### src/rtl/env_rate_shift_gen_if.sv
// Slot-side bus of the envelope rate/shift generator: per-slot operator controls in,
// clipped rate, envelope shift and EG timer debug values out.
interface env_rate_shift_gen_if #(
  parameter int NUM_BANKS       = 2,
  parameter int OPS_PER_BANK    = 18,
  parameter int EG_TIMER_WIDTH  = 13,
  parameter int ENV_SHIFT_WIDTH = 2
);
  localparam int BANK_W = (NUM_BANKS > 1) ? $clog2(NUM_BANKS) : 1;
  localparam int OP_W   = (OPS_PER_BANK > 1) ? $clog2(OPS_PER_BANK) : 1;

  logic                       sample_clk_en;
  logic [BANK_W-1:0]          bank_num;
  logic [OP_W-1:0]            op_num;
  logic                       ksr;
  logic                       nts;
  logic [9:0]                 fnum;
  logic [2:0]                 block;
  logic [3:0]                 requested_rate_p0;
  logic                       timer_hold;
  logic                       timer_clear;
  logic [3:0]                 rate_hi_p2;
  logic [ENV_SHIFT_WIDTH-1:0] env_shift_p2;
  logic                       valid_p2;
  logic                       eg_state_o;
  logic [EG_TIMER_WIDTH-1:0]  eg_timer_o;

  modport master (
    output sample_clk_en, bank_num, op_num, ksr, nts, fnum, block,
           requested_rate_p0, timer_hold, timer_clear,
    input  rate_hi_p2, env_shift_p2, valid_p2, eg_state_o, eg_timer_o
  );

  modport slave (
    input  sample_clk_en, bank_num, op_num, ksr, nts, fnum, block,
           requested_rate_p0, timer_hold, timer_clear,
    output rate_hi_p2, env_shift_p2, valid_p2, eg_state_o, eg_timer_o
  );
endinterface

### src/rtl/env_rate_shift_gen.sv
// OPL envelope rate/shift generator: two-stage slot pipeline producing the clipped
// effective rate and envelope shift, driven by a global EG timer stepped once per sample.
module env_rate_shift_gen #(
  parameter int NUM_BANKS       = 2,
  parameter int OPS_PER_BANK    = 18,
  parameter int EG_TIMER_WIDTH  = 13,
  parameter int TICK_DELAY      = 3,
  parameter int ENV_SHIFT_WIDTH = 2
) (
  input logic                clk,
  input logic                reset,
  env_rate_shift_gen_if.slave bus
);

  localparam int BANK_W = (NUM_BANKS > 1) ? $clog2(NUM_BANKS) : 1;
  localparam int OP_W   = (OPS_PER_BANK > 1) ? $clog2(OPS_PER_BANK) : 1;
  localparam int ADD_W  = $clog2(EG_TIMER_WIDTH + 1);
  localparam int SH_W   = ((ADD_W > 4) ? ADD_W : 4) + 1;

  // rate is 7 bits wide so that ks + (req<<2) up to 75 reaches the clip intact
  function automatic logic [3:0] clip_rate_hi(input logic [6:0] rate);
    return (rate[6:2] > 5'd15) ? 4'd15 : rate[5:2];
  endfunction

  function automatic logic step_bit(input logic [1:0] lo, input logic [1:0] t);
    case (lo)
      2'd0:    step_bit = 1'b0;
      2'd1:    step_bit = (t == 2'd0);
      2'd2:    step_bit = ~t[0];
      default: step_bit = (t != 2'd3);
    endcase
  endfunction

  function automatic logic [1:0] env_shift_calc(
    input logic            nz,
    input logic [3:0]      hi,
    input logic [1:0]      lo,
    input logic [SH_W-1:0] sh,
    input logic            state,
    input logic [1:0]      t
  );
    logic [2:0] pre;
    pre = {1'b0, hi[1:0]} + {2'b00, step_bit(lo, t)};
    if (!nz) return 2'd0;
    if (hi < 4'd12) begin
      if (!state) return 2'd0;
      if (sh == SH_W'(12)) return 2'd1;
      if (sh == SH_W'(13)) return {1'b0, lo[1]};
      if (sh == SH_W'(14)) return {1'b0, lo[0]};
      return 2'd0;
    end
    if (pre[2]) return 2'd3;
    if (pre == 3'd0) return {1'b0, state};
    return pre[1:0];
  endfunction

  function automatic logic [ADD_W-1:0] trailing_zeros(input logic [EG_TIMER_WIDTH-1:0] v);
    logic [ADD_W-1:0] n;
    logic             seen;
    n    = '0;
    seen = 1'b0;
    for (int i = 0; i < EG_TIMER_WIDTH; i++) begin
      if (!seen) begin
        if (v[i]) seen = 1'b1;
        else      n = n + ADD_W'(1);
      end
    end
    return n;
  endfunction

  logic                       eg_state;
  logic [EG_TIMER_WIDTH-1:0]  eg_timer;
  logic [ADD_W-1:0]           eg_add;
  logic [1:0]                 eg_timer_lo;
  logic                       eg_state_nxt;
  logic [EG_TIMER_WIDTH-1:0]  eg_timer_nxt;
  logic [ADD_W-1:0]           eg_add_nxt;
  logic [1:0]                 eg_timer_lo_nxt;

  logic [TICK_DELAY-1:0]      en_dly;
  logic [BANK_W-1:0]          bank_dly [TICK_DELAY];
  logic [OP_W-1:0]            op_dly   [TICK_DELAY];
  logic                       tick;

  logic [3:0]                 ksv_p0;
  logic [3:0]                 ks_p0;
  logic [6:0]                 rate_p0;
  logic [6:0]                 rate_p1;
  logic                       nz_p1;
  logic                       vld_p1;
  logic [3:0]                 hi_p1;
  logic [1:0]                 lo_p1;
  logic [SH_W-1:0]            sh_p1;
  logic [1:0]                 shift_p1;
  logic [3:0]                 rate_hi_p2;
  logic [ENV_SHIFT_WIDTH-1:0] env_shift_p2;
  logic                       vld_p2;

  logic                       unused_fnum;
  assign unused_fnum = ^bus.fnum[7:0];

  // p0: key-scale value and raw effective rate
  assign ksv_p0  = {bus.block, bus.nts ? bus.fnum[8] : bus.fnum[9]};
  assign ks_p0   = bus.ksr ? ksv_p0 : (ksv_p0 >> 2);
  assign rate_p0 = {3'b000, ks_p0} + {1'b0, bus.requested_rate_p0, 2'b00};

  always_ff @(posedge clk or posedge reset) begin
    if (reset) begin
      rate_p1 <= '0;
      nz_p1   <= 1'b0;
      vld_p1  <= 1'b0;
    end else begin
      rate_p1 <= rate_p0;
      nz_p1   <= (bus.requested_rate_p0 != 4'd0);
      vld_p1  <= bus.sample_clk_en;
    end
  end

  // p1: clip, shift selection against the live EG timer state
  assign hi_p1    = clip_rate_hi(rate_p1);
  assign lo_p1    = rate_p1[1:0];
  assign sh_p1    = SH_W'(hi_p1) + SH_W'(eg_add);
  assign shift_p1 = env_shift_calc(nz_p1, hi_p1, lo_p1, sh_p1, eg_state, eg_timer_lo);

  always_ff @(posedge clk or posedge reset) begin
    if (reset) begin
      rate_hi_p2   <= '0;
      env_shift_p2 <= '0;
      vld_p2       <= 1'b0;
    end else begin
      rate_hi_p2   <= hi_p1;
      env_shift_p2 <= ENV_SHIFT_WIDTH'(shift_p1);
      vld_p2       <= vld_p1;
    end
  end

  // p2: registered outputs
  assign bus.rate_hi_p2   = rate_hi_p2;
  assign bus.env_shift_p2 = env_shift_p2;
  assign bus.valid_p2     = vld_p2;
  assign bus.eg_state_o   = eg_state;
  assign bus.eg_timer_o   = eg_timer;

  always_ff @(posedge clk or posedge reset) begin
    if (reset) begin
      en_dly <= '0;
      for (int i = 0; i < TICK_DELAY; i++) begin
        bank_dly[i] <= '0;
        op_dly[i]   <= '0;
      end
    end else begin
      en_dly[0]   <= bus.sample_clk_en;
      bank_dly[0] <= bus.bank_num;
      op_dly[0]   <= bus.op_num;
      for (int i = 1; i < TICK_DELAY; i++) begin
        en_dly[i]   <= en_dly[i-1];
        bank_dly[i] <= bank_dly[i-1];
        op_dly[i]   <= op_dly[i-1];
      end
    end
  end

  // End of sample: the last operator of the last bank, seen after the delay line
  assign tick = en_dly[TICK_DELAY-1]
             && (bank_dly[TICK_DELAY-1] == BANK_W'(NUM_BANKS - 1))
             && (op_dly[TICK_DELAY-1] == OP_W'(OPS_PER_BANK - 1));

  always_comb begin
    eg_state_nxt    = eg_state;
    eg_timer_nxt    = eg_timer;
    eg_add_nxt      = eg_add;
    eg_timer_lo_nxt = eg_timer_lo;
    if (bus.timer_clear) begin
      eg_state_nxt    = 1'b0;
      eg_timer_nxt    = '0;
      eg_add_nxt      = '0;
      eg_timer_lo_nxt = '0;
    end else if (!bus.timer_hold && tick) begin
      eg_state_nxt = ~eg_state;
      if (eg_state) begin
        eg_add_nxt      = (eg_timer == '0) ? '0 : trailing_zeros(eg_timer) + ADD_W'(1);
        eg_timer_nxt    = eg_timer + EG_TIMER_WIDTH'(1);
        eg_timer_lo_nxt = eg_timer[1:0];
      end
    end
  end

  always_ff @(posedge clk or posedge reset) begin
    if (reset) begin
      eg_state    <= 1'b0;
      eg_timer    <= '0;
      eg_add      <= '0;
      eg_timer_lo <= '0;
    end else begin
      eg_state    <= eg_state_nxt;
      eg_timer    <= eg_timer_nxt;
      eg_add      <= eg_add_nxt;
      eg_timer_lo <= eg_timer_lo_nxt;
    end
  end

endmodule

### src/flat_wrapper.sv
// flat-port wrapper written by rule: the top's interface ports become plain ports
module env_rate_shift_gen_flat 
#(
  parameter int NUM_BANKS       = 2,
  parameter int OPS_PER_BANK    = 18,
  parameter int EG_TIMER_WIDTH  = 13,
  parameter int TICK_DELAY      = 3,
  parameter int ENV_SHIFT_WIDTH = 2
)
  (clk, reset, bus_sample_clk_en, bus_bank_num, bus_op_num, bus_ksr, bus_nts, bus_fnum, bus_block, bus_requested_rate_p0, bus_timer_hold, bus_timer_clear, bus_rate_hi_p2, bus_env_shift_p2, bus_valid_p2, bus_eg_state_o, bus_eg_timer_o);
  env_rate_shift_gen_if #(.NUM_BANKS(NUM_BANKS), .OPS_PER_BANK(OPS_PER_BANK), .EG_TIMER_WIDTH(EG_TIMER_WIDTH), .ENV_SHIFT_WIDTH(ENV_SHIFT_WIDTH)) bus_i ();
  input logic clk;
  input logic reset;
  input wire logic [$bits(bus_i.sample_clk_en)-1:0] bus_sample_clk_en;
  input wire logic [$bits(bus_i.bank_num)-1:0] bus_bank_num;
  input wire logic [$bits(bus_i.op_num)-1:0] bus_op_num;
  input wire logic [$bits(bus_i.ksr)-1:0] bus_ksr;
  input wire logic [$bits(bus_i.nts)-1:0] bus_nts;
  input wire logic [$bits(bus_i.fnum)-1:0] bus_fnum;
  input wire logic [$bits(bus_i.block)-1:0] bus_block;
  input wire logic [$bits(bus_i.requested_rate_p0)-1:0] bus_requested_rate_p0;
  input wire logic [$bits(bus_i.timer_hold)-1:0] bus_timer_hold;
  input wire logic [$bits(bus_i.timer_clear)-1:0] bus_timer_clear;
  output wire logic [$bits(bus_i.rate_hi_p2)-1:0] bus_rate_hi_p2;
  output wire logic [$bits(bus_i.env_shift_p2)-1:0] bus_env_shift_p2;
  output wire logic [$bits(bus_i.valid_p2)-1:0] bus_valid_p2;
  output wire logic [$bits(bus_i.eg_state_o)-1:0] bus_eg_state_o;
  output wire logic [$bits(bus_i.eg_timer_o)-1:0] bus_eg_timer_o;
  assign bus_i.sample_clk_en = bus_sample_clk_en;
  assign bus_i.bank_num = bus_bank_num;
  assign bus_i.op_num = bus_op_num;
  assign bus_i.ksr = bus_ksr;
  assign bus_i.nts = bus_nts;
  assign bus_i.fnum = bus_fnum;
  assign bus_i.block = bus_block;
  assign bus_i.requested_rate_p0 = bus_requested_rate_p0;
  assign bus_i.timer_hold = bus_timer_hold;
  assign bus_i.timer_clear = bus_timer_clear;
  assign bus_rate_hi_p2 = bus_i.rate_hi_p2;
  assign bus_env_shift_p2 = bus_i.env_shift_p2;
  assign bus_valid_p2 = bus_i.valid_p2;
  assign bus_eg_state_o = bus_i.eg_state_o;
  assign bus_eg_timer_o = bus_i.eg_timer_o;
  env_rate_shift_gen #(.NUM_BANKS(NUM_BANKS), .OPS_PER_BANK(OPS_PER_BANK), .EG_TIMER_WIDTH(EG_TIMER_WIDTH), .TICK_DELAY(TICK_DELAY), .ENV_SHIFT_WIDTH(ENV_SHIFT_WIDTH)) u_core (.clk(clk), .reset(reset), .bus(bus_i));
endmodule
### config.mk
export PLATFORM = sky130hd
export DESIGN_NAME = env_rate_shift_gen_flat
export DESIGN_NICKNAME = d
export VERILOG_FILES = /design/src/rtl/env_rate_shift_gen_if.sv /design/src/rtl/env_rate_shift_gen.sv /design/src/flat_wrapper.sv
export SDC_FILE = /design/constraint.sdc
export NUM_CORES = 1
export LEC_CHECK = 0
export ABC_CLOCK_PERIOD_IN_PS = 6800
export CAP_MARGIN = 25
export CORE_AREA = 2 2 87 89
export DETAILED_ROUTE_END_ITERATION = 12
export DIE_AREA = 0 0 89 91
export PLACE_DENSITY = 0.85
export SYNTH_ARGS = -nofsm -noshare
export SYNTH_HDL_FRONTEND = slang
export SYNTH_SLANG_ARGS = --single-unit
export TNS_END_PERCENT = 30
### constraint.sdc
create_clock -name clk -period 6.8 [get_ports clk]
set_clock_uncertainty 0.15 [all_clocks]
set_input_delay 0.68 -clock clk [delete_from_list [all_inputs] [get_ports clk]]
set_output_delay 0.68 -clock clk [all_outputs]
set_load 0.005 [all_outputs]
# Word-level counts from Yosys, hierarchy flattened
# Cells that the tools add are included.
# classes
n_addsub,17
order_cmp,2
mux,187
bitwise_logic,2
n_eq_ne,7
n_reduce_logical,12
# op_table
op,count
2-to-1 mux 4 bit,69
2-to-1 mux 1 bit,90
"adder 4 x 1 -> 4 bit, second input constant",13
2-to-1 mux 2 bit,24
2-to-1 mux 13 bit,3
"equality test 5 x 4 -> 1 bit, second input constant",3
"adder 13 x 1 -> 13 bit, second input constant",1
logical NOT 13 bit,1
adder 4 x 6 -> 7 bit,1
adder 4 x 4 -> 5 bit,1
"equality test 5 bit, second input constant",1
"greater-than comparator 5 x 4 -> 1 bit, second input constant",1
logical NOT 2 bit,2
"< comparator 4 bit, second input constant",1
nonzero test 2 bit,2
nonzero test 4 bit,1
adder 2 x 1 -> 3 bit,1
logical AND 1 bit,3
logical NOT 3 bit,1
case mux 1 bit (3 select lines),1
"equality test 2 x 1 -> 1 bit, second input constant",1
"equality test 2 bit, second input constant",1
"inequality test 2 bit, second input constant",1
inverter 1 bit,2
2 further kinds,2
# totals
inputBits,30
out_inout_bits,21
reg_bits,57
wordCells,244

# Logic depth before layout (Yosys ltp)
# Gate-level depths: netlist of the first run.
# depth
depth_word,82
ltp_mapped,36

# Worst setup path before layout of the first run
# No wires, ideal clock.
# synth_timing
path_type,reg-to-reg
from,register u_core.eg_timer[0] (netlist: u_core.bus.eg_timer_o[0])
to,register u_core.eg_add[2]
path_slack_ns,-0.463
setup_ns,0.132
stages_incl_launch_ff,36
t_arrival_ns,6.982
required_time_ns,6.518
synth_period_minus_slack_ns,7.263
path_cell_list,dfrtp_1 inv_1 ha_1 and2b_1 nand2_1 nand2_1 ha_1 xnor2_1 a21boi_0 ha_1 xor2_1 xnor2_1 and2_1 or2_2 ha_1 mux2_2 mux2i_1 o22a_1 mux2_2 nand2_1 nand2_1 ha_1 mux2i_1 mux2i_1 xnor2_1 a21oi_1 ha_1 o21ai_0 a21oi_1 or2_2 ha_1 mux2_2 ha_1 xor3_1 a22oi_1 nor2_1
# synth_via
elab_chain_cells,81
# synth_lines
item,line,text
from (decl),env_rate_shift_gen.sv:72,logic [EG_TIMER_WIDTH-1:0] eg_timer;
from (signal assigned),env_rate_shift_gen.sv:196,eg_timer <= eg_timer_nxt;
2-to-1 mux 1 bit,env_rate_shift_gen.sv:64,if (v[i]) seen = 1'b1;
2-to-1 mux 4 bit,env_rate_shift_gen.sv:180,if (eg_state) begin
2-to-1 mux 4 bit,env_rate_shift_gen.sv:178,end else if (!bus.timer_hold && tick) begin
2-to-1 mux 4 bit,env_rate_shift_gen.sv:173,if (bus.timer_clear) begin
adder 4 x 1 -> 4 bit,env_rate_shift_gen.sv:65,else n = n + ADD_W'(1);
2-to-1 mux 4 bit,env_rate_shift_gen.sv:64,
2-to-1 mux 4 bit,env_rate_shift_gen.sv:63,if (!seen) begin
2-to-1 mux 4 bit,env_rate_shift_gen.sv:180,
[... 65 more ...],n/a,
2-to-1 mux 4 bit,env_rate_shift_gen.sv:180,
2-to-1 mux 4 bit,env_rate_shift_gen.sv:178,
2-to-1 mux 4 bit,env_rate_shift_gen.sv:173,
adder 4 x 1 -> 4 bit,env_rate_shift_gen.sv:181,eg_add_nxt = (eg_timer == '0) ? '0 : trailing_zeros(eg_timer) + ADD_W'(1);
2-to-1 mux 4 bit *,env_rate_shift_gen.sv:181,
2-to-1 mux 4 bit *,env_rate_shift_gen.sv:180,
2-to-1 mux 4 bit *,env_rate_shift_gen.sv:178,
2-to-1 mux 4 bit *,env_rate_shift_gen.sv:173,
to (signal assigned),env_rate_shift_gen.sv:197,eg_add <= eg_add_nxt;
to (decl),env_rate_shift_gen.sv:73,logic [ADD_W-1:0] eg_add;
# Every way passes the cells marked *; elsewhere a longest branch is shown, timed or not. The select of a mux whose other input is x is not followed.
# A chain may end at the register's enable or synchronous reset.

# Worst setup path after layout of the first run
# Ends and elaborated chain as after synthesis.

==> impl_metrics.yaml, run 1 <==
critical_path:
  cp.depth: 35
  timing.critical_path.mode_cell: "ha_4"
  slowest_delay_ns: 0.40
  ff2ff_path_depth: 35
  path_buf_inv: 1
  r2r_setup_slack_ns: 0.05
  r2r_start: "u_core.bus.eg_timer_o[0]"
  cp.arrival_ns: 6.77
  r2r_end: "u_core.eg_add[2]"
  crit_family: "adder cells"
  startpoint_type: "flip-flop"
  critPathSlowestCell: "dfrtp_2"
  cp-end-kind: "flip-flop"
  cp.required_ns: 6.82
  crit_fanout: 4
  worstSetupPathType: "flip-flop to flip-flop"
  cp-startpoint: "u_core.bus.eg_timer_o[0]"
sta:
  max_slew_margin_pct: 52.7
  rsz0062_at_grt: "yes"
  tightest_slew_ns: 0.708
  max_freq_mhz: 148
  worst_slack_ns: 0.0466
  setup-violations-final: 0
  fin_tns_setup_ns: 0
  slew_violations: 0
  min_period_ns: 6.75
  hold_violations: 0
  fin_crit_sh_pct: 99.3
clock_tree:
  cts.path.max_buffers: 2
  cts_made_buffers: 5
  cts_tree: "built"
  htreeDepth: 2
  cts_sinks: 55
  cts.clk_slew.worst_paths_ns: 0.10
  worstSkewPairLatency_ns: 0.31
  root_buffer: "clkbuf_8"
logic_synthesis:
  synth_area_leaders: "dfrtp_1 (40%), ha_1 (8.0%), xnor2_1 (7.1%), nor2_1 (3.4%), nand2_1 (3.3%)"
  synth_top_area_share_pct: 40.0
  yosys-top-cells-count: "dfrtp_1 (55), nor2_1 (31), nand2_1 (30), xnor2_1 (28), ha_1 (22)"
  netlist_area_um2: 3440
  synth_top_area_cell: "dfrtp_1"
  synth_ff_type: "dfrtp_1"
  syn_nets: 408
  seq_area_frac_synth_pct: 40.0
  async_flop_share_pct: 100
  synth_edf_count: 0
  syn_area_per_cell_um2: 9.71
  syn_inst: 354
  ys_seq_elements: 55
  ys_types: 58
  yosys_warnings: 0
  yosys.cell_count.top_type: "dfrtp_1"
grt:
  grt_pass1_vias: 3097
  gr-usage-met2_pct: 35.6
  busiest_layer: "met2"
  grt_use_met1_pct: 25.8
  grt_usage_pct: 21.0
  grt_max_degree: 48
  grt-ovfl-total: 0
  antenna_found_initial: 0
  use_met3_pct: 3.82
  grt_pass1_wl_um: 13700
power_and_ir_drop:
  totalPowerFinal_uw: 589
  p_leak_nw: 2.05
  power_density_nw_per_um2: 126
  ir_worst_vdd_mv: 0.196
die:
  core_um2: 7140
  start_util_pct: 48.2
  die_x_um: 89
  rows: 31
  ios: 51
  dieArea_um2: 8100
  die_h_um: 91
routing:
  ant_nets: 0
  drt-total-wl_um: 8030
  drt-wirelength-per-cell_um: 14.6
  drt-vias-per-instance: 5.33
  dr_total_vias: 2927
  drc: 0
  drt_iter0_drc: 128
  first_pass_iters: 4
outcome:
  status: "complete, no violations"
placement:
  globalplace.congestion: 0.862
  dpl.cell_count: 511
  place_ws_ns: -0.280
  hpwlAfterDp_um: 5490
  port_buffers: 42
hold_path:
  hold_class: "flip-flop to flip-flop"
  hold_depth: 0
  hp-start: "u_core.op_dly[13]"
  hold-path-endpoint: "u_core.op_dly[8]"
flow_run:
  max-cap-violations: 0
finish:
  fill_cells: 581
  syn_to_final_growth_pct: 36.4
  fin_cells: 549
  diodes: 0
  nNetsFinal: 503
  drive_gt1_share_pct: 26.7
-- through the flow --
step	area [µm²]	hold WS (ns)	util, %
after CTS	4550	0.209	63.7
after floorplan	3510	0.181	-
after global routing	4690	0.217	65.7
final	4690	0.205	65.7
after detailed placement	4200	0.185	58.8
after global placement	4180	0.183	58.6
-- layout by cell type (no fill, tap or decap), drive strengths merged, types with 6 or more instances in the layout --
cell type / netlist / routed
o21ai: 10 / 10
xor2: 11 / 11
nand2b: 7 / 7
ha: 22 / 22
and2: 6 / 6
xnor2: 28 / 28
nand3: 7 / 7
a21oi: 18 / 18
buf: 6 / 58
nand2: 30 / 30
nor2b: 11 / 11
nor2: 31 / 31
inv: 18 / 20
or2: 7 / 7
nor3: 8 / 8
clkdlybuf4s50: 0 / 42
dfrtp: 55 / 55
mux2i: 7 / 7
-- kinds of logic after synthesis --
family	after synthesis	share of synthesized area, %
simple gates	135	20.8
compound gates	56	11.3
flops	55	40.0
xor+xnor	40	10.6
buf+inv	31	4.15
fa+ha+maj	25	9.46
mux	12	3.68
-- cell type report --
| cell class | count | area, µm² | area share (%) |
|---|---|---|---|
| multi-input cells | 268 | 2130 | 45.4 |
| clock inverters | 3 | 26.3 | 0.560 |
| inverters | 19 | 73.8 | 1.57 |
| flip-flops and latches | 55 | 1380 | 29.4 |
| clock buffers | 5 | 68.8 | 1.47 |
| repair buffers | 100 | 887 | 18.9 |
| well taps | 99 | 124 | 2.64 |
-- per-layer routing --
metal	routed length, µm	vias up
met4	199	0
met3	317	21
met1	3300	1414
met5	0	-
li1	-	1411
met2	4210	81
-- worst max path at each step --
stage	endpoint
6_report	u_core.eg_add[2]
5_1_grt	u_core.eg_add[2]
4_1_cts	u_core.eg_add[2]
3_5_place_dp	u_core.eg_add[2]
3_3_place_gp	u_core.eg_add[2]
2_1_floorplan	u_core.eg_add[2]
-- sequential cells by signal, summed over array words and instances (netlist names) --
| signal | cells |
|---|---|
| u_core.bank_dly | 3 |
| u_core.bus.eg_state_o | 1 |
| u_core.bus.eg_timer_o | 13 |
| u_core.bus.env_shift_p2 | 2 |
| u_core.bus.rate_hi_p2 | 4 |
| u_core.eg_add | 4 |
| u_core.eg_timer_lo | 2 |
| u_core.en_dly | 3 |
| u_core.nz_p1 | 1 |
| u_core.op_dly | 15 |
| u_core.rate_p1 | 7 |
-- report_power, final --
| part | internal, mW | switching [mW] |
|---|---|---|
| Clock | 0.0758 | 0.108 |
| Combinational | 0.0323 | 0.0274 |
| Sequential | 0.341 | 0.00382 |
| Total | 0.449 | 0.140 |
-- what timing repair did --
action / in CTS / in global routing
hold buffers: 0 / 0
buffers inserted: 27 / 5
resized for setup: 8 / 25
endpoints found under the setup margin: 2 / 3
cloned: 0 / 0
pin swaps: 25 / 32
No activity file was read; power rests on OpenSTA's default activity.
==> inputs of run 2 (changes only) <==
MAX_ROUTING_LAYER = met4   (was not set)
==> run 2 against run 1 <==
Net effect:
- first-iteration DRC count down 6.3%
- core utilization unchanged
- wire length down 0.11%
- clock-buffer cell count unchanged
- hold slack worse by 0.0013 ns
- largest cell class unchanged
- highest routed layer unchanged
==> impl_metrics.yaml, run 2 (same netlist as run 1, synthesis figures left out) <==
outcome:
  status: "complete, no violations"
finish:
  top_register: "u_core.op_dly"
  layout_common_cells: "dfrtp_1 (53), buf_4 (52), clkdlybuf4s50_1 (42)"
  drive_gt1_share_pct: 26.7
  largest_register_ffs: 15
  diodes: 0
  syn_to_final_growth_pct: 36.4
  nNetsFinal: 503
  final_common_cell: "dfrtp_1"
die:
  die_x_um: 89
  ios: 51
  core_um2: 7140
  rows: 31
  start_util_pct: 48.2
  dieArea_um2: 8100
  die_h_um: 91
grt:
  grt_pass1_vias: 3091
  grt_usage_pct: 21.6
  antenna_found_initial: 0
  grt_pass1_wl_um: 13700
  grt-ovfl-total: 0
  grt_max_degree: 48
sta:
  fin_crit_sh_pct: 99.4
  hold_violations: 0
  fin_tns_setup_ns: 0
  rsz0062_at_grt: "yes"
  max_slew_margin_pct: 51.1
  fin_hold_ws_ns: 0.204
  max_freq_mhz: 148
  min_period_ns: 6.76
  slew_violations: 0
  tightest_slew_ns: 0.732
  setup-violations-final: 0
critical_path:
  cp.arrival_ns: 6.78
  worstSetupPathType: "flip-flop to flip-flop"
  cp-startpoint: "u_core.bus.eg_timer_o[0]"
  cp-end-kind: "flip-flop"
  r2r_end: "u_core.eg_add[2]"
  cp.required_ns: 6.82
  critPathSlowestCell: "dfrtp_2"
  crit_fanout: 4
  timing.critical_path.mode_cell: "buf_4"
  slowest_delay_ns: 0.40
  r2r_setup_slack_ns: 0.04
  r2r_start: "u_core.bus.eg_timer_o[0]"
  ff2ff_path_depth: 38
  startpoint_type: "flip-flop"
clock_tree:
  root_buffer: "clkbuf_8"
  cts_made_buffers: 5
  cts.clk_slew.worst_paths_ns: 0.10
  worstSkewPairLatency_ns: 0.31
  htreeDepth: 2
  ctsHoldBuffers: 0
  cts_tree: "built"
  cts_sinks: 55
  cts.path.max_buffers: 2
placement:
  port_buffers: 42
  globalplace.congestion: 0.876
  hpwlAfterDp_um: 5490
routing:
  ant_nets: 0
  drt-vias-per-instance: 5.37
  drt-wirelength-per-cell_um: 14.6
  drc: 0
  dr_total_vias: 2950
  first_pass_iters: 4
  drt_iter0_drc: 120
  drt-total-wl_um: 8020
hold_path:
  hold-path-endpoint: "u_core.op_dly[8]"
  hp-start: "u_core.op_dly[13]"
  hold_class: "flip-flop to flip-flop"
  hold_depth: 0
power_and_ir_drop:
  totalPowerFinal_uw: 588
  ir_worst_vdd_mv: 0.195
  power_density_nw_per_um2: 125
  p_leak_nw: 2.05
flow_run:
  max-cap-violations: 0
[run 2: cell counts in the layout (fill, tap and decap cells not counted)]
Identical to the previous run, type by type.
[run 2: per-layer routing]
metal	track usage (%)	vias up	share of wire (%)
li1	-	1408	-
met1	25.9	1432	41
met2	35.6	85	52
met3	3.73	25	4.1
met4	8.96	0	2.8
met5	-	-	0
[run 2: how the worst max path moves through the flow]
stage	end	slack, ns	cells past startpoint
floorplan	u_core.eg_add[2]	0.0004	35
global placement	u_core.eg_add[2]	-0.05	34
detailed placement	u_core.eg_add[2]	-0.28	35
CTS	u_core.eg_add[2]	0.02	35
global route	u_core.eg_add[2]	-0.29	38
finish	u_core.eg_add[2]	0.04	38
[run 2: worst max-delay path: cells and delay by family, from the launching register on]
kind / cells / cell delay [ns]
xor+xnor: 5 / 0.78
fa+ha+maj: 7 / 1.63
mux: 1 / 0.28
compound gates: 9 / 1.12
flops: 1 / 0.40
simple gates: 8 / 1.30
buf+inv: 8 / 0.91
[run 2: cell type report]
type	instances	area, µm²
clock inverters	3	26.3
clock buffers	5	68.8
multi-input cells	268	2130
flip-flops and latches	55	1380
inverters	19	73.8
repair buffers	100	887
fillers	581	2450
well taps	99	124
[run 2: power breakdown]
group | internal (mW) | leakage (nW) | switching [mW] | total (mW)
sequential | 0.341 | 0.686 | 0.00385 | 0.345
clock | 0.0758 | 0.0491 | 0.108 | 0.184
combinational | 0.0323 | 1.32 | 0.0275 | 0.0598
total | 0.449 | 2.05 | 0.139 | 0.588
[run 2: timing repair]
| action | in CTS | in global routing |
|---|---|---|
| pin swaps | 25 | 32 |
| buffers inserted | 27 | 5 |
| endpoints found under the setup margin | 2 | 3 |
| resized for setup | 8 | 25 |
| hold endpoints to repair | 0 | 0 |
[run 2: through the flow]
stage | utilization (%) | worst slack, ns | cells | cell area, µm²
after global routing | 65.7 | -0.294 | 549 | 4690
after global placement | 58.6 | -0.0536 | 510 | 4180
after detailed placement | 58.8 | -0.280 | 511 | 4200
final | 65.7 | 0.0383 | 549 | 4690
after CTS | 63.7 | 0.0237 | 546 | 4550
after floorplan | - | 0.000446 | 354 | 3510
==> patch 1 (settings of run 1) <==
Reset style: synchronous (`reset`), changed in 4 clocked blocks.
--- a/src/rtl/env_rate_shift_gen.sv
+++ b/src/rtl/env_rate_shift_gen.sv
@@ -104,7 +104,7 @@
   assign ks_p0   = bus.ksr ? ksv_p0 : (ksv_p0 >> 2);
   assign rate_p0 = {3'b000, ks_p0} + {1'b0, bus.requested_rate_p0, 2'b00};
 
-  always_ff @(posedge clk or posedge reset) begin
+  always_ff @(posedge clk) begin
     if (reset) begin
       rate_p1 <= '0;
       nz_p1   <= 1'b0;
@@ -122,7 +122,7 @@
   assign sh_p1    = SH_W'(hi_p1) + SH_W'(eg_add);
   assign shift_p1 = env_shift_calc(nz_p1, hi_p1, lo_p1, sh_p1, eg_state, eg_timer_lo);
 
-  always_ff @(posedge clk or posedge reset) begin
+  always_ff @(posedge clk) begin
     if (reset) begin
       rate_hi_p2   <= '0;
       env_shift_p2 <= '0;
@@ -141,7 +141,7 @@
   assign bus.eg_state_o   = eg_state;
   assign bus.eg_timer_o   = eg_timer;
 
-  always_ff @(posedge clk or posedge reset) begin
+  always_ff @(posedge clk) begin
     if (reset) begin
       en_dly <= '0;
       for (int i = 0; i < TICK_DELAY; i++) begin
@@ -185,7 +185,7 @@
     end
   end
 
-  always_ff @(posedge clk or posedge reset) begin
+  always_ff @(posedge clk) begin
     if (reset) begin
       eg_state    <= 1'b0;
       eg_timer    <= '0;
Behaviour: differs if reset is asserted again (counterexample within 4 cycles, from zero or initial values and one cycle with reset high); with reset held inactive, the same outputs for 10 cycles.
==> patch 1 against run 1 <==
  * The run now ends with setup timing left
  * First-iteration DRC count is 31% higher
  * Cell count grew 13%
  * Combinational power down 20%
  * Power shrank 4.0%
  * Final area is 1.4% higher
  * Wire length grew 8.2%
  * Highest routed layer unchanged
  * Sequential cell count is the same
  * Setup slack worse by 0.23 ns
  * Area after synthesis is 7.0% higher
  * Fmax decreased by 3.3%
  * Largest power group unchanged
==> patch 1: results (changes against run 1) <==
Outcome
  – Status: finished, violations left
  – Failing checks: setup timing

Worst setup path
  – Reg2reg start: u_core.bus.eg_timer_o[0]$_SDFFE_PP0P_
  – CP max stage cell: dfxtp_4
  – Crit path largest cell delay: 0.37 ns (-0.03 ns)
  – Worst reg2reg endpoint: u_core.eg_add[3]$_SDFFE_PP0P_

STA
  – Hold WS: 0.296 ns (+0.0908 ns)
  – Slew HR: 59.4% (+6.7 points)
  – TNS Setup: -0.295 ns (-0.295 ns)
  – Final setup margin: -0.187 ns (-0.234 ns)
  – Setup-failing EPs final: 2 (+2)

Routing
  – Wire per inst: 14.0 µm (-4.5%)
  – Initial DRC Count: 168 (+31%)

Placed design
  – RD Place Congestion: 0.891 (+3.4%)

Synthesis
  – Seq/Total Area, Yosys: 29.9% (-10 points)
  – Synth Area in Compound Gates: 13.8% (+2.5 points)
  – Post-synthesis xor/xnor area fraction: 9.90% (-0.73 points)
  – Synth cell types: 59 (+1.7%)
  – Top post-synthesis cells by count: dfxtp_1, nor2_1, nand2_1
  – Post-synthesis adder-cell area fraction: 9.52% (+0.062 points)
  – Synth Flop Type: dfxtp_1
  – Mux contribution to synthesized area: 2.62% (-1.1 points)
  – Async set-reset flop share out of synthesis: 0% (-100 points)
  – Post-synthesis net count: 508 (+25%)

Global route
  – GRT Total Usage: 22.0% (+0.99 points)
  – Global-route wire length before repair: 14400 µm (+5.1%)
  – Number of global-route vias before repair: 3355 (+8.3%)

Worst hold path
  – Hold Path Cell Cnt: 1 (+1)

Clock tree
  – Post-CTS Resized: 20 (+12)
  – Post-CTS setup buffers: 5 (-81%)

Final layout
  – Final nets: 578 (+15%)
  – Layout cells sized above 1: 19.5% (-7.2 points)
-- patch 1: cell types whose count changed after synthesis, sizes merged, moves of 7 or more --
| cell | delta |
|---|---|
| dfrtp | -55 |
| dfxtp | +55 |
| nor2b | +21 |
| nor2 | +17 |
| o21ai | +12 |
| clkbuf | +9 |
| nand2 | +7 |
| nand3 | +7 |
-- patch 1: cell type report --
class | instances | area (µm²)
tap | 99 | 124
inverter | 24 | 92.6
multi-input combinational | 352 | 2600
clock buffer | 5 | 68.8
clock inverter | 3 | 22.5
timing repair buffer | 84 | 743
fill | 573 | 2380
sequential | 55 | 1110
-- patch 1: power groups by stage --
| stage | Sequential [µW] | Combinational, µW | Clock, µW |
|---|---|---|---|
| floorplan | 341 | 25.0 | 0 |
| global placement | 341 | 45.3 | 0 |
| detailed placement | 341 | 47.7 | 0 |
| CTS | 334 | 48.3 | 187 |
| global route | 335 | 53.4 | 198 |
| finish | 334 | 47.9 | 183 |
-- patch 1: per-stage QoR --
step	cell area, µm²	util [%]	instances	power, µW
2_1_floorplan	3810	-	452	366
3_3_place_gp	4520	63.3	609	386
3_5_place_dp	4520	63.3	609	389
4_1_cts	4740	66.4	622	569
5_1_grt	4750	66.6	622	586
6_report	4750	66.6	622	565
-- patch 1: layer usage --
layer	track usage [%]	part of all wire [%]	up-vias
met4	7.96	2.0	0
met5	0	0	-
met2	39.7	52	87
met1	25.9	42	1562
met3	2.91	4.3	14
li1	-	-	1686
-- patch 1: worst max-delay path, delay by kind of cell, from the launching register on --
family	cells	cell delay, ns
AO/OA/AOI/OAI	9	1.49
XOR/XNOR	5	0.79
adder cells (fa/ha/maj)	7	1.71
buffers and inverters	4	0.35
flip-flops	1	0.37
multiplexers	2	0.40
AND/OR/NAND/NOR	11	1.61
-- patch 1: how the worst max path moves through the flow --
stage | start | end | slack (ns) | depth (start not counted)
floorplan | u_core.bus.eg_timer_o[0]$_SDFFE_PP0P_ | u_core.eg_add[3]$_SDFFE_PP0P_ | -0.17 | 39
global placement | u_core.bus.eg_timer_o[0]$_SDFFE_PP0P_ | u_core.eg_add[3]$_SDFFE_PP0P_ | -0.22 | 37
detailed placement | u_core.bus.eg_timer_o[0]$_SDFFE_PP0P_ | u_core.eg_add[3]$_SDFFE_PP0P_ | -0.38 | 37
CTS | u_core.bus.eg_timer_o[1]$_SDFFE_PP0P_ | u_core.eg_add[3]$_SDFFE_PP0P_ | -0.14 | 38
global route | u_core.bus.eg_timer_o[0]$_SDFFE_PP0P_ | u_core.eg_add[3]$_SDFFE_PP0P_ | -0.57 | 38
finish | u_core.bus.eg_timer_o[0]$_SDFFE_PP0P_ | u_core.eg_add[3]$_SDFFE_PP0P_ | -0.19 | 38
==> patch 2 (settings of run 1) <==
Without the edit above. `TICK_DELAY` is set to 3 in 2 places; all go to 5.
--- a/src/rtl/env_rate_shift_gen.sv
+++ b/src/rtl/env_rate_shift_gen.sv
@@ -4,7 +4,7 @@
   parameter int NUM_BANKS       = 2,
   parameter int OPS_PER_BANK    = 18,
   parameter int EG_TIMER_WIDTH  = 13,
-  parameter int TICK_DELAY      = 3,
+  parameter int TICK_DELAY      = 5,
   parameter int ENV_SHIFT_WIDTH = 2
 ) (
   input logic                clk,
--- a/src/flat_wrapper.sv
+++ b/src/flat_wrapper.sv
@@ -4,7 +4,7 @@
   parameter int NUM_BANKS       = 2,
   parameter int OPS_PER_BANK    = 18,
   parameter int EG_TIMER_WIDTH  = 13,
-  parameter int TICK_DELAY      = 3,
+  parameter int TICK_DELAY      = 5,
   parameter int ENV_SHIFT_WIDTH = 2
 )
   (clk, reset, bus_sample_clk_en, bus_bank_num, bus_op_num, bus_ksr, bus_nts, bus_fnum, bus_block, bus_requested_rate_p0, bus_timer_hold, bus_timer_clear, bus_rate_hi_p2, bus_env_shift_p2, bus_valid_p2, bus_eg_state_o, bus_eg_timer_o);
Behaviour: not the same (a bounded check fails within 10 cycles, from zero or initial values and one cycle with reset high).
==> patch 2 against run 1 <==
  * The flow now finishes with violations (setup timing)
  * Power grew 42%
  * Area after synthesis grew 14%
  * Wire length grew 11%
  * Core utilization grew 5.1 points
  * Final area grew 7.7%
  * Sequential cell count grew 14
  * Setup slack lost 0.18 ns
  * Largest cell class unchanged
==> patch 2: results (changes against run 1) <==
Synthesis
  – Mux contribution to synthesized area: 2.18% (-1.5 points)
  – Top post-synthesis cells by count: dfrtp_1, nor2_1, xnor2_1
  – Post-synthesis net count: 434 (+6.4%)
  – Synth Area in Compound Gates: 11.4% (+0.14 points)
  – Synth cell types: 70 (+21%)
  – Post-synthesis adder-cell area fraction: 8.32% (-1.1 points)
  – Synth top area cells: dfrtp_1, ha_1, xnor2_1, nor2_1, nand2_1
  – Post-synthesis xor/xnor area fraction: 10.4% (-0.20 points)

Worst setup path
  – Crit path largest cell delay: 0.43 ns (+0.03 ns)
  – Worst Path Arrival: 6.98 ns (+0.21 ns)

Outcome
  – Status: finished, violations left
  – Failing checks: setup timing

Global route
  – Largest net degree at the start of global routing: 70 (+46%)
  – Number of global-route vias before repair: 3150 (+1.7%)

Power and ir drop
  – Net Sw Frac: 24.2% (+0.49 points)
  – P_leak: 0.00226 µW (+10%)
  – Clk pwr share: 40.3% (+9.0 points)
  – Gate power share: 7.5% (-2.6 points)

Clock tree
  – CTS Buf Count: 9 (+4)

Placed design
  – Worst slack at placement: -0.426 ns (-0.146 ns)
  – DP Area: 4640 µm² (+10%)

STA
  – Setup-failing EPs final: 3 (+3)
  – Final setup margin: -0.138 ns (-0.185 ns)
  – Least-Margin Pin Slew: 0.828 ns (+0.120 ns)

Routing
  – Initial DRC Count: 197 (+54%)

Final layout
  – Layout cells sized above 1: 22.9% (-3.8 points)
## patch 2: final timing paths
kind                                                        end  slack [ns]  cells past startpoint
setup / recovery                   u_core.eg_add[2]$_DFFE_PP0P_       -0.14                     36
hold / removal                       u_core.op_dly[9]$_DFF_PP0_        0.20                      0
setup reg to reg                   u_core.eg_add[2]$_DFFE_PP0P_       -0.14                     36
hold reg to reg                      u_core.op_dly[9]$_DFF_PP0_        0.20                      0
max in group asynchronous  u_core.bus.eg_timer_o[0]$_DFFE_PP0P_        5.18                      3
min in group asynchronous          u_core.bank_dly[0]$_DFF_PP0_        0.73                      3
## patch 2: per-layer routing
| layer | global-route usage, % | wire length [µm] |
|---|---|---|
| met5 | 0 | 0 |
| met4 | 7.59 | 183 |
| met3 | 4.64 | 305 |
| met2 | 42.4 | 4930 |
| met1 | 28.6 | 3490 |
## patch 2: worst max-delay path, delay by kind of cell, from the launching register on
kind,cells,cell delay [ns]
flops,1,0.43
simple gates,7,0.62
buf+inv,4,0.35
compound gates,10,2.26
xor+xnor,4,0.58
fa+ha+maj,8,1.91
mux,3,0.51
## patch 2: repair_timing
item | 4_1_cts | 5_1_grt
buffers inserted | 10 | 3
pin swaps | 23 | 15
setup endpoints to repair | 3 | 3
gates resized for setup | 14 | 6
## patch 2: layout make-up
type	count	area (µm²)	share of cell area, %
clock inverters	6	71.3	1.41
clock buffers	10	128	2.53
multi-input cells	270	2190	43.3
inverters	28	108	2.13
flip-flops and latches	69	1730	34.2
well taps	99	124	2.45
repair buffers	80	706	14.0
## patch 2: through the flow
stage                     setup TNS (ns)  hold WS, ns  total power (µW)  cells
final                             -0.245        0.196               834    562
after CTS                         -0.603        0.200               841    559
after detailed placement           -1.05        0.185               506    533
after global routing               -1.25        0.205               864    562
after floorplan                        0        0.181               470    380
after global placement            -0.490        0.181               500    533
